--- config.mk ---
export PLATFORM = sky130hd
export DESIGN_NAME = console_writer
export DESIGN_NICKNAME = d
export VERILOG_FILES = /design/src/rtl/console_writer.sv
export SDC_FILE = /design/constraint.sdc
export NUM_CORES = 1
export LEC_CHECK = 0
export ABC_AREA = 1
export CORE_MARGIN = 5
export CORE_UTILIZATION = 52
export DETAILED_ROUTE_END_ITERATION = 7
export PLACE_DENSITY = 0.85
export SLEW_MARGIN = 15
export SYNTH_ARGS = -nofsm -noshare
export SYNTH_HDL_FRONTEND = slang
export SYNTH_SLANG_ARGS = --single-unit
--- constraint.sdc ---
create_clock -name CLK_CPU -period 2.5 [get_ports CLK_CPU]
set_input_delay 0.5 -clock CLK_CPU [delete_from_list [all_inputs] [get_ports CLK_CPU]]
set_output_delay 0.5 -clock CLK_CPU [all_outputs]
set_load 0.02 [all_outputs]
--- src/rtl/console_writer.sv ---
// Text-console front end: turns a CPU byte stream into video-memory writes with a
// rolling cursor. Define CONSOLE_CLEAR_EN to build the full-screen clear (reset and 0x0C).
module console_writer #(
    parameter int COLS   = 50,
    parameter int ROWS   = 30,
    parameter int ADDR_W = 11
) (
    input  logic                      CLK_CPU,
    input  logic                      reset,
    input  logic                      char_valid,
    input  logic [7:0]                char_data,
    output logic                      char_ready,
    output logic                      video_write_enable,
    output logic [7:0]                video_write_data,
    output logic [ADDR_W-1:0]         video_write_addr,
    output logic [$clog2(COLS)-1:0]   cursor_col,
    output logic [$clog2(ROWS)-1:0]   cursor_row,
    output logic                      busy
);

    localparam int COL_W = $clog2(COLS);
    localparam int ROW_W = $clog2(ROWS);

    localparam logic [ADDR_W-1:0] COLS_A     = ADDR_W'(COLS);
    localparam logic [ADDR_W-1:0] LAST_CNT_A = ADDR_W'(COLS - 1);
    localparam logic [COL_W-1:0]  LAST_COL   = COL_W'(COLS - 1);
    localparam logic [ROW_W-1:0]  LAST_ROW   = ROW_W'(ROWS - 1);
`ifdef CONSOLE_CLEAR_EN
    localparam logic [ADDR_W-1:0] LAST_SCR_A = ADDR_W'(COLS * ROWS - 1);
`endif

    localparam logic [7:0] CH_CR    = 8'h0D;
    localparam logic [7:0] CH_LF    = 8'h0A;
    localparam logic [7:0] CH_BS    = 8'h08;
    localparam logic [7:0] CH_FF    = 8'h0C;
    localparam logic [7:0] CH_SPACE = 8'h20;

    typedef enum logic [1:0] {
        IDLE       = 2'd0,
        CLR_ROW    = 2'd1
`ifdef CONSOLE_CLEAR_EN
        ,
        CLR_SCREEN = 2'd2
`endif
    } state_t;

    state_t              state_r, state_s;
    logic [COL_W-1:0]    col_r, col_s;
    logic [ROW_W-1:0]    row_r, row_s;
    logic [ADDR_W-1:0]   row_base_r, row_base_s;
    logic [ADDR_W-1:0]   cnt_r, cnt_s;
    logic                lf_r, lf_s;
    logic                we_r, we_s;
    logic [7:0]          wdata_r, wdata_s;
    logic [ADDR_W-1:0]   waddr_r, waddr_s;

    logic                accept_s;
    logic [ROW_W-1:0]    next_row_s;
    logic [ADDR_W-1:0]   next_base_s;
    logic [ADDR_W-1:0]   cur_addr_s;

    assign char_ready         = (state_r == IDLE);
    assign busy               = (state_r != IDLE);
    assign accept_s           = char_valid && (state_r == IDLE);
    assign cur_addr_s         = row_base_r + ADDR_W'(col_r);
    assign video_write_enable = we_r;
    assign video_write_data   = wdata_r;
    assign video_write_addr   = waddr_r;
    assign cursor_col         = col_r;
    assign cursor_row         = row_r;

    // Row advance with circular wrap; row_base tracks row*COLS without a multiplier
    always_comb begin
        if (row_r == LAST_ROW) begin
            next_row_s  = '0;
            next_base_s = '0;
        end else begin
            next_row_s  = row_r + ROW_W'(1);
            next_base_s = row_base_r + COLS_A;
        end
    end

    // Next-state, cursor and write-port logic
    always_comb begin
        state_s    = state_r;
        col_s      = col_r;
        row_s      = row_r;
        row_base_s = row_base_r;
        cnt_s      = cnt_r;
        lf_s       = lf_r;
        we_s       = 1'b0;
        wdata_s    = wdata_r;
        waddr_s    = waddr_r;

        case (state_r)
            IDLE: begin
                if (accept_s) begin
                    case (char_data)
                        CH_CR: begin
                            col_s = '0;
                        end
                        CH_LF: begin
                            // LF issues the first clear write itself, so the row
                            // clear then only needs offsets 1..COLS-1
                            col_s      = '0;
                            row_s      = next_row_s;
                            row_base_s = next_base_s;
                            we_s       = 1'b1;
                            wdata_s    = CH_SPACE;
                            waddr_s    = next_base_s;
                            cnt_s      = ADDR_W'(1);
                            lf_s       = 1'b1;
                            state_s    = CLR_ROW;
                        end
                        CH_BS: begin
                            if (col_r != '0) begin
                                col_s   = col_r - COL_W'(1);
                                we_s    = 1'b1;
                                wdata_s = CH_SPACE;
                                waddr_s = cur_addr_s - ADDR_W'(1);
                            end else begin
                                col_s = col_r;
                            end
                        end
                        CH_FF: begin
`ifdef CONSOLE_CLEAR_EN
                            col_s      = '0;
                            row_s      = '0;
                            row_base_s = '0;
                            cnt_s      = '0;
                            state_s    = CLR_SCREEN;
`else
                            state_s    = IDLE;
`endif
                        end
                        default: begin
                            we_s    = 1'b1;
                            wdata_s = char_data;
                            waddr_s = cur_addr_s;
                            if (col_r == LAST_COL) begin
                                col_s      = '0;
                                row_s      = next_row_s;
                                row_base_s = next_base_s;
                                cnt_s      = '0;
                                lf_s       = 1'b0;
                                state_s    = CLR_ROW;
                            end else begin
                                col_s = col_r + COL_W'(1);
                            end
                        end
                    endcase
                end else begin
                    state_s = IDLE;
                end
            end

            CLR_ROW: begin
                if (cnt_r < COLS_A) begin
                    we_s    = 1'b1;
                    wdata_s = CH_SPACE;
                    waddr_s = row_base_r + cnt_r;
                end else begin
                    we_s = 1'b0;
                end
                cnt_s = cnt_r + ADDR_W'(1);
                // Both paths hold char_ready low for exactly COLS cycles
                if ((lf_r && (cnt_r == COLS_A)) || (!lf_r && (cnt_r == LAST_CNT_A))) begin
                    state_s = IDLE;
                end else begin
                    state_s = CLR_ROW;
                end
            end

`ifdef CONSOLE_CLEAR_EN
            CLR_SCREEN: begin
                we_s    = 1'b1;
                wdata_s = CH_SPACE;
                waddr_s = cnt_r;
                cnt_s   = cnt_r + ADDR_W'(1);
                if (cnt_r == LAST_SCR_A) begin
                    state_s = IDLE;
                end else begin
                    state_s = CLR_SCREEN;
                end
            end
`endif

            default: begin
                state_s = IDLE;
            end
        endcase
    end

    // State and output registers; reset abandons any clear in progress
    always_ff @(posedge CLK_CPU or posedge reset) begin
        if (reset) begin
`ifdef CONSOLE_CLEAR_EN
            state_r <= CLR_SCREEN;
`else
            state_r <= IDLE;
`endif
            col_r      <= '0;
            row_r      <= '0;
            row_base_r <= '0;
            cnt_r      <= '0;
            lf_r       <= 1'b0;
            we_r       <= 1'b0;
            wdata_r    <= 8'h00;
            waddr_r    <= '0;
        end else begin
            state_r    <= state_s;
            col_r      <= col_s;
            row_r      <= row_s;
            row_base_r <= row_base_s;
            cnt_r      <= cnt_s;
            lf_r       <= lf_s;
            we_r       <= we_s;
            wdata_r    <= wdata_s;
            waddr_r    <= waddr_s;
        end
    end

endmodule

After elaboration in Yosys (flattened, before gate mapping)
Index checks and enable logic that the tools add are counted.
- output and inout bits: 33
- input bits: 11
- register bits after elaboration: 56
- logic and storage cells: 92
- muxes and demuxes: 35
- equal/unequal tests: 18
- reduce and logical (&&, ||, !) cells: 19
- $lt $le $gt $ge: 1
- $add $sub $neg: 8
- bitwise gates (word level): 2
- operators with widths (cell ; number):
    case mux 11 bit (2 select lines) ; 4
    2-to-1 mux 11 bit ; 7
    case mux 11 bit (3 select lines) ; 1
    equality test 8 x 4 -> 1 bit, second input constant ; 4
    2-to-1 mux 8 bit ; 3
    case mux 8 bit (3 select lines) ; 1
    equality test 11 x 6 -> 1 bit, second input constant ; 2
    case mux 6 bit (3 select lines) ; 1
    case mux 8 bit (2 select lines) ; 1
    2-to-1 mux 6 bit ; 2
    AND reduction 4 bit ; 3
    adder 11 x 1 -> 11 bit, second input constant ; 1
    adder 11 bit ; 1
    adder 11 x 6 -> 11 bit ; 1
    adder 11 x 6 -> 11 bit, second input constant ; 1
    less-than comparator 11 x 6 -> 1 bit, second input constant ; 1
    subtractor 11 x 1 -> 11 bit, second input constant ; 1
    2-to-1 mux 5 bit ; 2
    case mux 5 bit (2 select lines) ; 1
    != test 2 bit, second input constant ; 4
    adder 6 x 1 -> 6 bit, second input constant ; 1
    equality test 6 bit, second input constant ; 1
    != test 3 bit, second input constant ; 2
    case mux 1 bit (2 select lines) ; 3
    22 further kinds ; 34

Longest topological paths before layout
- depth in word-level cells: 6
- mapped depth: 19
- depth with buffers taken out: 19

Least setup slack after synthesis
Ideal clock, no wire load.
- path kind: reg-to-reg
- from: reg col_r[0], in the netlist cursor_col[0]
- to: reg waddr_r[10], in the netlist video_write_addr[10]
- library setup time: 0.117 ns
- stages on the path, launching flop included: 18
- clock period less this slack: 2.462 ns
- data required time: 2.383 ns
- data arrival time: 2.346 ns
- setup slack: 0.038 ns
- buffers on the path: 0
- cell sequence: dfrtp_1 > ha_1 > fa_1 > inv_1 > ha_1 > inv_1 > a21oi_2 > nand3_2 > nor2_4 > nand3_4 > nor2_4 > nand3_1 > nand3_1 > nand2_1 > nand2_1 > nand2_1 > nand2_1 > nand2_1
- longest elaborated chain between the ends: 6
- elaborated cells on any way between the ends: 9
- classes of those cells: 2 x add/sub; 1 x eq/ne; 4 x mux; 2 x reduce/logical
- RTL lines (element ; RTL line ; RTL):
    start: declaration ; 48 ; logic [COL_W-1:0] col_r, col_s;
    start signal: assignment ; 212 ; col_r <= col_s;
    adder 11 x 6 -> 11 bit ; 65 ; assign cur_addr_s = row_base_r + ADDR_W'(col_r);
    subtractor 11 x 1 -> 11 bit ; 120 ; waddr_s = cur_addr_s - ADDR_W'(1);
    2-to-1 mux 11 bit ; 116 ; if (col_r != '0) begin
    case mux 11 bit (3 select lines) ; 98 ; case (char_data)
    2-to-1 mux 11 bit ; 97 ; if (accept_s) begin
    case mux 11 bit (2 select lines) ; 95 ; case (state_r)
    end signal: assignment ; 219 ; waddr_r <= waddr_s;
    end: declaration ; 55 ; logic [ADDR_W-1:0] waddr_r, waddr_s;
Several ways; a longest one is shown, not always the timed one. The select of a mux whose other input is x is not followed.
A chain may end at the register's enable or synchronous reset.

Worst setup path after layout
- from: reg row_base_r[0]
- to: reg waddr_r[10], in the netlist video_write_addr[10]
- longest elaborated chain between the ends: 6
- elaborated cells on any way between the ends: 10
- classes of those cells: 4 x add/sub; 6 x mux
- RTL lines (element ; RTL line ; RTL):
    start: declaration ; 50 ; logic [ADDR_W-1:0] row_base_r, row_base_s;
    start signal: assignment ; 214 ; row_base_r <= row_base_s;
    adder 11 x 6 -> 11 bit ; 65 ;
    subtractor 11 x 1 -> 11 bit ; 120 ;
    2-to-1 mux 11 bit ; 116 ;
    case mux 11 bit (3 select lines) ; 98 ;
    2-to-1 mux 11 bit ; 97 ;
    case mux 11 bit (2 select lines) (*) ; 95 ;
Mark *: on every way between the ends. The rest lies on a longest branch, timed or not. The select of a mux whose other input is x is not followed.

==> impl_results.html <==
<table>
<tr><th>Metric</th><th>Value</th></tr>
<tr><th colspan="2">Outcome</th></tr>
<tr><td>Outcome</td><td>finished, violations left</td></tr>
<tr><td>Failing checks</td><td>negative setup slack</td></tr>
<tr><th colspan="2">Synth</th></tr>
<tr><td>Leading cell type by number of instances after synthesis</td><td>nand2_1</td></tr>
<tr><td>Leading register cell type out of synthesis</td><td>dfrtp_1</td></tr>
<tr><td>Count of state elements after synthesis</td><td>between 50 and 60</td></tr>
<tr><td>Synth top area share</td><td>~33%</td></tr>
<tr><td>YS warnings</td><td>0</td></tr>
<tr><td>Most used standard cells in the synthesized netlist</td><td>nand2_1 (148), inv_1 (70), nor2_1 (57)</td></tr>
<tr><td>Mean cell area of the mapped netlist</td><td>7.009 µm²</td></tr>
<tr><td>Netlist Area Pre-Place</td><td>between 4000 and 5000 µm²</td></tr>
<tr><td>Sequential fraction of the synthesis area</td><td>32.56%</td></tr>
<tr><td>Proportion of synthesized flip-flops having asynchronous set or reset</td><td>100.0%</td></tr>
<tr><td>Net count after synthesis</td><td>approximately 640</td></tr>
<tr><td>Synthesized netlist cell count</td><td>roughly 600</td></tr>
<tr><td>Distinct cells, synth</td><td>between 40 and 50</td></tr>
<tr><td>Top post-synthesis cells by area</td><td>dfrtp_1 (33%), nand2_1 (13%), ha_1 (8.0%)</td></tr>
<tr><td>Yosys top cell by area</td><td>dfrtp_1</td></tr>
<tr><td>EDFF count, synth</td><td>0</td></tr>
<tr><th colspan="2">Floorplan</th></tr>
<tr><td>Cell Rows</td><td>32</td></tr>
<tr><td>Vertical die dimension</td><td>between 100 and 150 µm</td></tr>
<tr><td>Starting density of the core</td><td>about 54%</td></tr>
<tr><td>Total die area</td><td>between 10000 and 15000 µm²</td></tr>
<tr><td>Area of the core</td><td>a little under 8000 µm²</td></tr>
<tr><td>I/O pin total</td><td>44</td></tr>
<tr><td>Die outline width</td><td>between 100 and 150 µm</td></tr>
<tr><th colspan="2">Clock network</th></tr>
<tr><td>Sink Count</td><td>55</td></tr>
<tr><td>H-Tree Depth</td><td>2</td></tr>
<tr><td>Quantity of hold-fixing buffers added after cts</td><td>0</td></tr>
<tr><td>Clock input transition at the sequential cells of the worst setup and hold paths</td><td>0.11 ns</td></tr>
<tr><td>Root buffer cell</td><td>clkbuf_8</td></tr>
<tr><td>CTS tree</td><td>done</td></tr>
<tr><td>Clock latency of the later-clocked register in the worst-skew pair</td><td>between 0.3 and 0.4 ns</td></tr>
<tr><td>Maximum number of buffers from clock root to sink</td><td>2</td></tr>
<tr><td>Number of buffers created by CTS</td><td>5</td></tr>
<tr><th colspan="2">Power and ir drop</th></tr>
<tr><td>Combinational fraction of design power</td><td>5.6%</td></tr>
<tr><td>Total power consumption of the routed design</td><td>1.635 mW</td></tr>
<tr><td>Int Pwr</td><td>~1.2 mW</td></tr>
<tr><td>Maximum resistive drop on vdd</td><td>just over 400 µV</td></tr>
<tr><td>Clock network fraction of design power</td><td>between 30% and 40%</td></tr>
<tr><td>Switching share of total power</td><td>around a quarter</td></tr>
<tr><td>Switch Pwr</td><td>about 390 µW</td></tr>
<tr><td>Power per cell area</td><td>approximately 320 nW/µm²</td></tr>
<tr><td>Static power due to leakage</td><td>around 2.4 nW</td></tr>
<tr><td>Sequential cell fraction of total power</td><td>between 50% and 60%</td></tr>
<tr><th colspan="2">Finish</th></tr>
<tr><td>Net count of the finished layout</td><td>~710</td></tr>
<tr><td>Area grow syn2layout</td><td>20.16%</td></tr>
<tr><td>Layout fillers</td><td>approximately 720</td></tr>
<tr><td>Final standard cell area without fillers</td><td>5079 µm²</td></tr>
<tr><td>Ratio of cells with drive above 1 in the final layout</td><td>around a tenth</td></tr>
<tr><td>Count of antenna diodes in the layout</td><td>0</td></tr>
<tr><td>Utilization after layout</td><td>between 60% and 70%</td></tr>
<tr><th colspan="2">Timing</th></tr>
<tr><td>Final critical-path share of the clock period</td><td>100.0%</td></tr>
<tr><td>Final clock skew</td><td>around 0.0075 ns</td></tr>
<tr><td>Final Setup Violations</td><td>1</td></tr>
<tr><td>Worst slew margin</td><td>54.82%</td></tr>
<tr><td>Number of hold violations in the final report</td><td>0</td></tr>
<tr><td>Final Critical Period</td><td>2.501 ns</td></tr>
<tr><td>Post-Route Hold Slack</td><td>roughly 0.5 ns</td></tr>
<tr><td>Max Slew Vio Count</td><td>0</td></tr>
<tr><td>Sum Neg Setup Slack</td><td>-0.0009337 ns</td></tr>
<tr><td>Setup repair after global routing missed its margin</td><td>yes</td></tr>
<tr><td>Slew at the pin with the worst max-slew slack</td><td>0.6752 ns</td></tr>
<tr><td>Setup slack after layout</td><td>-0.0009337 ns</td></tr>
<tr><td>Fmax</td><td>399.9 MHz</td></tr>
<tr><th colspan="2">Setup path</th></tr>
<tr><td>Number of cell instances on the worst register-to-register path</td><td>17</td></tr>
<tr><td>Launching point of the worst reg2reg path</td><td>row_base_r[0]$_DFFE_PP0P_</td></tr>
<tr><td>Biggest fanout along the worst timing path</td><td>3</td></tr>
<tr><td>Critical path class</td><td>reg2reg</td></tr>
<tr><td>Worst setup path start</td><td>row_base_r[0]$_DFFE_PP0P_</td></tr>
<tr><td>Nature of the critical path endpoint</td><td>flop</td></tr>
<tr><td>End of the worst register-to-register path</td><td>video_write_addr[10]$_DFFE_PP0P_</td></tr>
<tr><td>Crit path to</td><td>video_write_addr[10]$_DFFE_PP0P_</td></tr>
<tr><td>Critical path startpoint category</td><td>flop</td></tr>
<tr><td>Crit path DAT</td><td>between 2 and 3 ns</td></tr>
<tr><td>Reg2Reg Setup Slack</td><td>-0.0009 ns</td></tr>
<tr><td>Data required time at the worst endpoint</td><td>~2.7 ns</td></tr>
<tr><th colspan="2">Routing</th></tr>
<tr><td>Routed via count divided by cell count</td><td>around 5.6</td></tr>
<tr><td>Routed length per instance</td><td>approximately 16 µm</td></tr>
<tr><td>Post-Route WL</td><td>approximately 12000 µm</td></tr>
<tr><td>Final routed DRC violation total</td><td>0</td></tr>
<tr><td>Post-detailed-route count of antenna-violating nets</td><td>0</td></tr>
<tr><td>Initial DRC Count</td><td>approximately 250</td></tr>
<tr><td>Router iterations before antenna repair</td><td>5</td></tr>
<tr><td>Vias</td><td>about 4300</td></tr>
<tr><th colspan="2">GRT</th></tr>
<tr><td>Via count of the first global-routing pass</td><td>between 4000 and 5000</td></tr>
<tr><td>Leftover overflow at the end of global routing</td><td>0</td></tr>
<tr><td>Largest net degree at the start of global routing</td><td>56</td></tr>
<tr><td>First-pass GRT wire length</td><td>slightly above 20000 µm</td></tr>
<tr><td>Total GRT Usage</td><td>25.13%</td></tr>
<tr><td>Initial antenna violation count</td><td>0</td></tr>
<tr><th colspan="2">Placement</th></tr>
<tr><td>Routability Congestion</td><td>between 0.9 and 1</td></tr>
<tr><td>HPWL after detailed placement</td><td>~9500 µm</td></tr>
<tr><td>Total placed instance area</td><td>4922 µm²</td></tr>
<tr><td>Count of port buffers added during placement</td><td>between 40 and 50</td></tr>
<tr><th colspan="2">Worst hold path</th></tr>
<tr><td>Hold/Removal Path Class</td><td>reg2reg</td></tr>
<tr><th colspan="2">Job</th></tr>
<tr><td>Max cap viols</td><td>0</td></tr>
</table>
==> worst min-delay path by stage <==
stage                                 endpoint                             from  slack, ns  cells after the start
6_report       video_write_data[0]$_DFFE_PP0P_  video_write_data[0]$_DFFE_PP0P_       0.49                      2
5_1_grt        video_write_addr[8]$_DFFE_PP0P_  video_write_addr[8]$_DFFE_PP0P_       0.52                      2
4_1_cts        video_write_data[0]$_DFFE_PP0P_  video_write_data[0]$_DFFE_PP0P_       0.49                      2
3_5_place_dp   video_write_data[0]$_DFFE_PP0P_  video_write_data[0]$_DFFE_PP0P_       0.47                      2
3_3_place_gp   video_write_addr[9]$_DFFE_PP0P_  video_write_addr[9]$_DFFE_PP0P_       0.47                      2
2_1_floorplan            cnt_r[10]$_DFFE_PP0P_            cnt_r[10]$_DFFE_PP0P_       0.50                      1
==> power by group through the flow <==
stage	logic (mW)	registers (mW)	clock network, mW
6_report	0.0922	0.904	0.639
5_1_grt	0.101	0.906	0.682
4_1_cts	0.0938	0.904	0.647
3_5_place_dp	0.0934	0.922	0
3_3_place_gp	0.0920	0.921	0
2_1_floorplan	0.0283	0.933	0
==> sequential cells by signal (all words and copies together) (netlist names) <==
| register | flops |
|---|---|
| cnt_r | 11 |
| cursor_col | 6 |
| cursor_row | 5 |
| lf_r | 1 |
| row_base_r | 11 |
| state_r | 1 |
| video_write_addr | 11 |
| video_write_data | 8 |
| video_write_enable | 1 |
==> per-layer routing <==
metal | vias up | GRT usage (%) | wire length, µm
li1 | 2139 | - | -
met1 | 2027 | 32.59 | 5416
met2 | 133 | 42.92 | 5938
met3 | 19 | 4.309 | 767
met4 | 0 | 7.461 | 244
met5 | - | 0 | 0
==> layout make-up <==
type / count / area (µm²) / area share [%]
Timing Repair Buffer: 69 / 650.6 / 12.81
Clock inverter: 3 / 46.29 / 0.9116
Sequential cell: 55 / 1376 / 27.10
Clock buffer: 5 / 68.82 / 1.355
Inverter: 82 / 307.8 / 6.061
Tap cell: 102 / 127.6 / 2.513
Multi-Input combinational cell: 454 / 2501 / 49.25
==> cells by family after synthesis <==
logic type,Yosys count,share of synthesized area (%)
compound gates,124,17.02
xor+xnor,14,2.901
fa+ha+maj,29,8.940
buf+inv,94,8.526
flops,55,32.56
simple gates,287,30.05
==> critical path, stage by stage, from the launching register on <==
cell	delay, ns
dfrtp_1	0.42
ha_2	0.21
fa_2	0.44
inv_2	0.08
ha_1	0.14
inv_1	0.06
a21oi_2	0.13
nand3_2	0.12
nor2_4	0.13
nand3_4	0.09
nor2_4	0.11
nand3_1	0.08
nand3_1	0.08
nand2_1	0.08
nand2_1	0.07
nand2_1	0.05
nand2_1	0.07
nand2_1	0.05
==> repair_timing <==
action | 4_1_cts | 5_1_grt
pin swaps | 2 | 2
endpoints found under the setup margin | 2 | 5
setup buffers | 3 | 1
resized for setup | 2 | 4
endpoints found under the hold margin | 0 | 0
==> stage by stage <==
step	setup WS [ns]	cells
floorplan	0.03778	603
global placement	0.01385	758
detailed placement	-0.05707	758
CTS	-0.01496	769
global route	-0.1197	770
finish	-0.0009337	770
==> placed cells by master, fill, tap and decap left out, types with 4 or more instances in the layout <==
master	instances
nand2_2	7
nor3_1	11
dfrtp_1	55
buf_4	24
clkbuf_8	5
a21oi_1	37
o22ai_1	4
inv_1	68
nand4_1	14
o31ai_1	4
ha_1	25
o221ai_1	4
o211ai_1	7
xor2_1	11
nor2_2	4
nor2_1	57
nand3_1	34
a31oi_1	5
nand2_1	148
inv_2	11
o21ai_1	10
clkdlybuf4s50_1	43
o21ai_0	38
(Power assumes the default switching activity.)
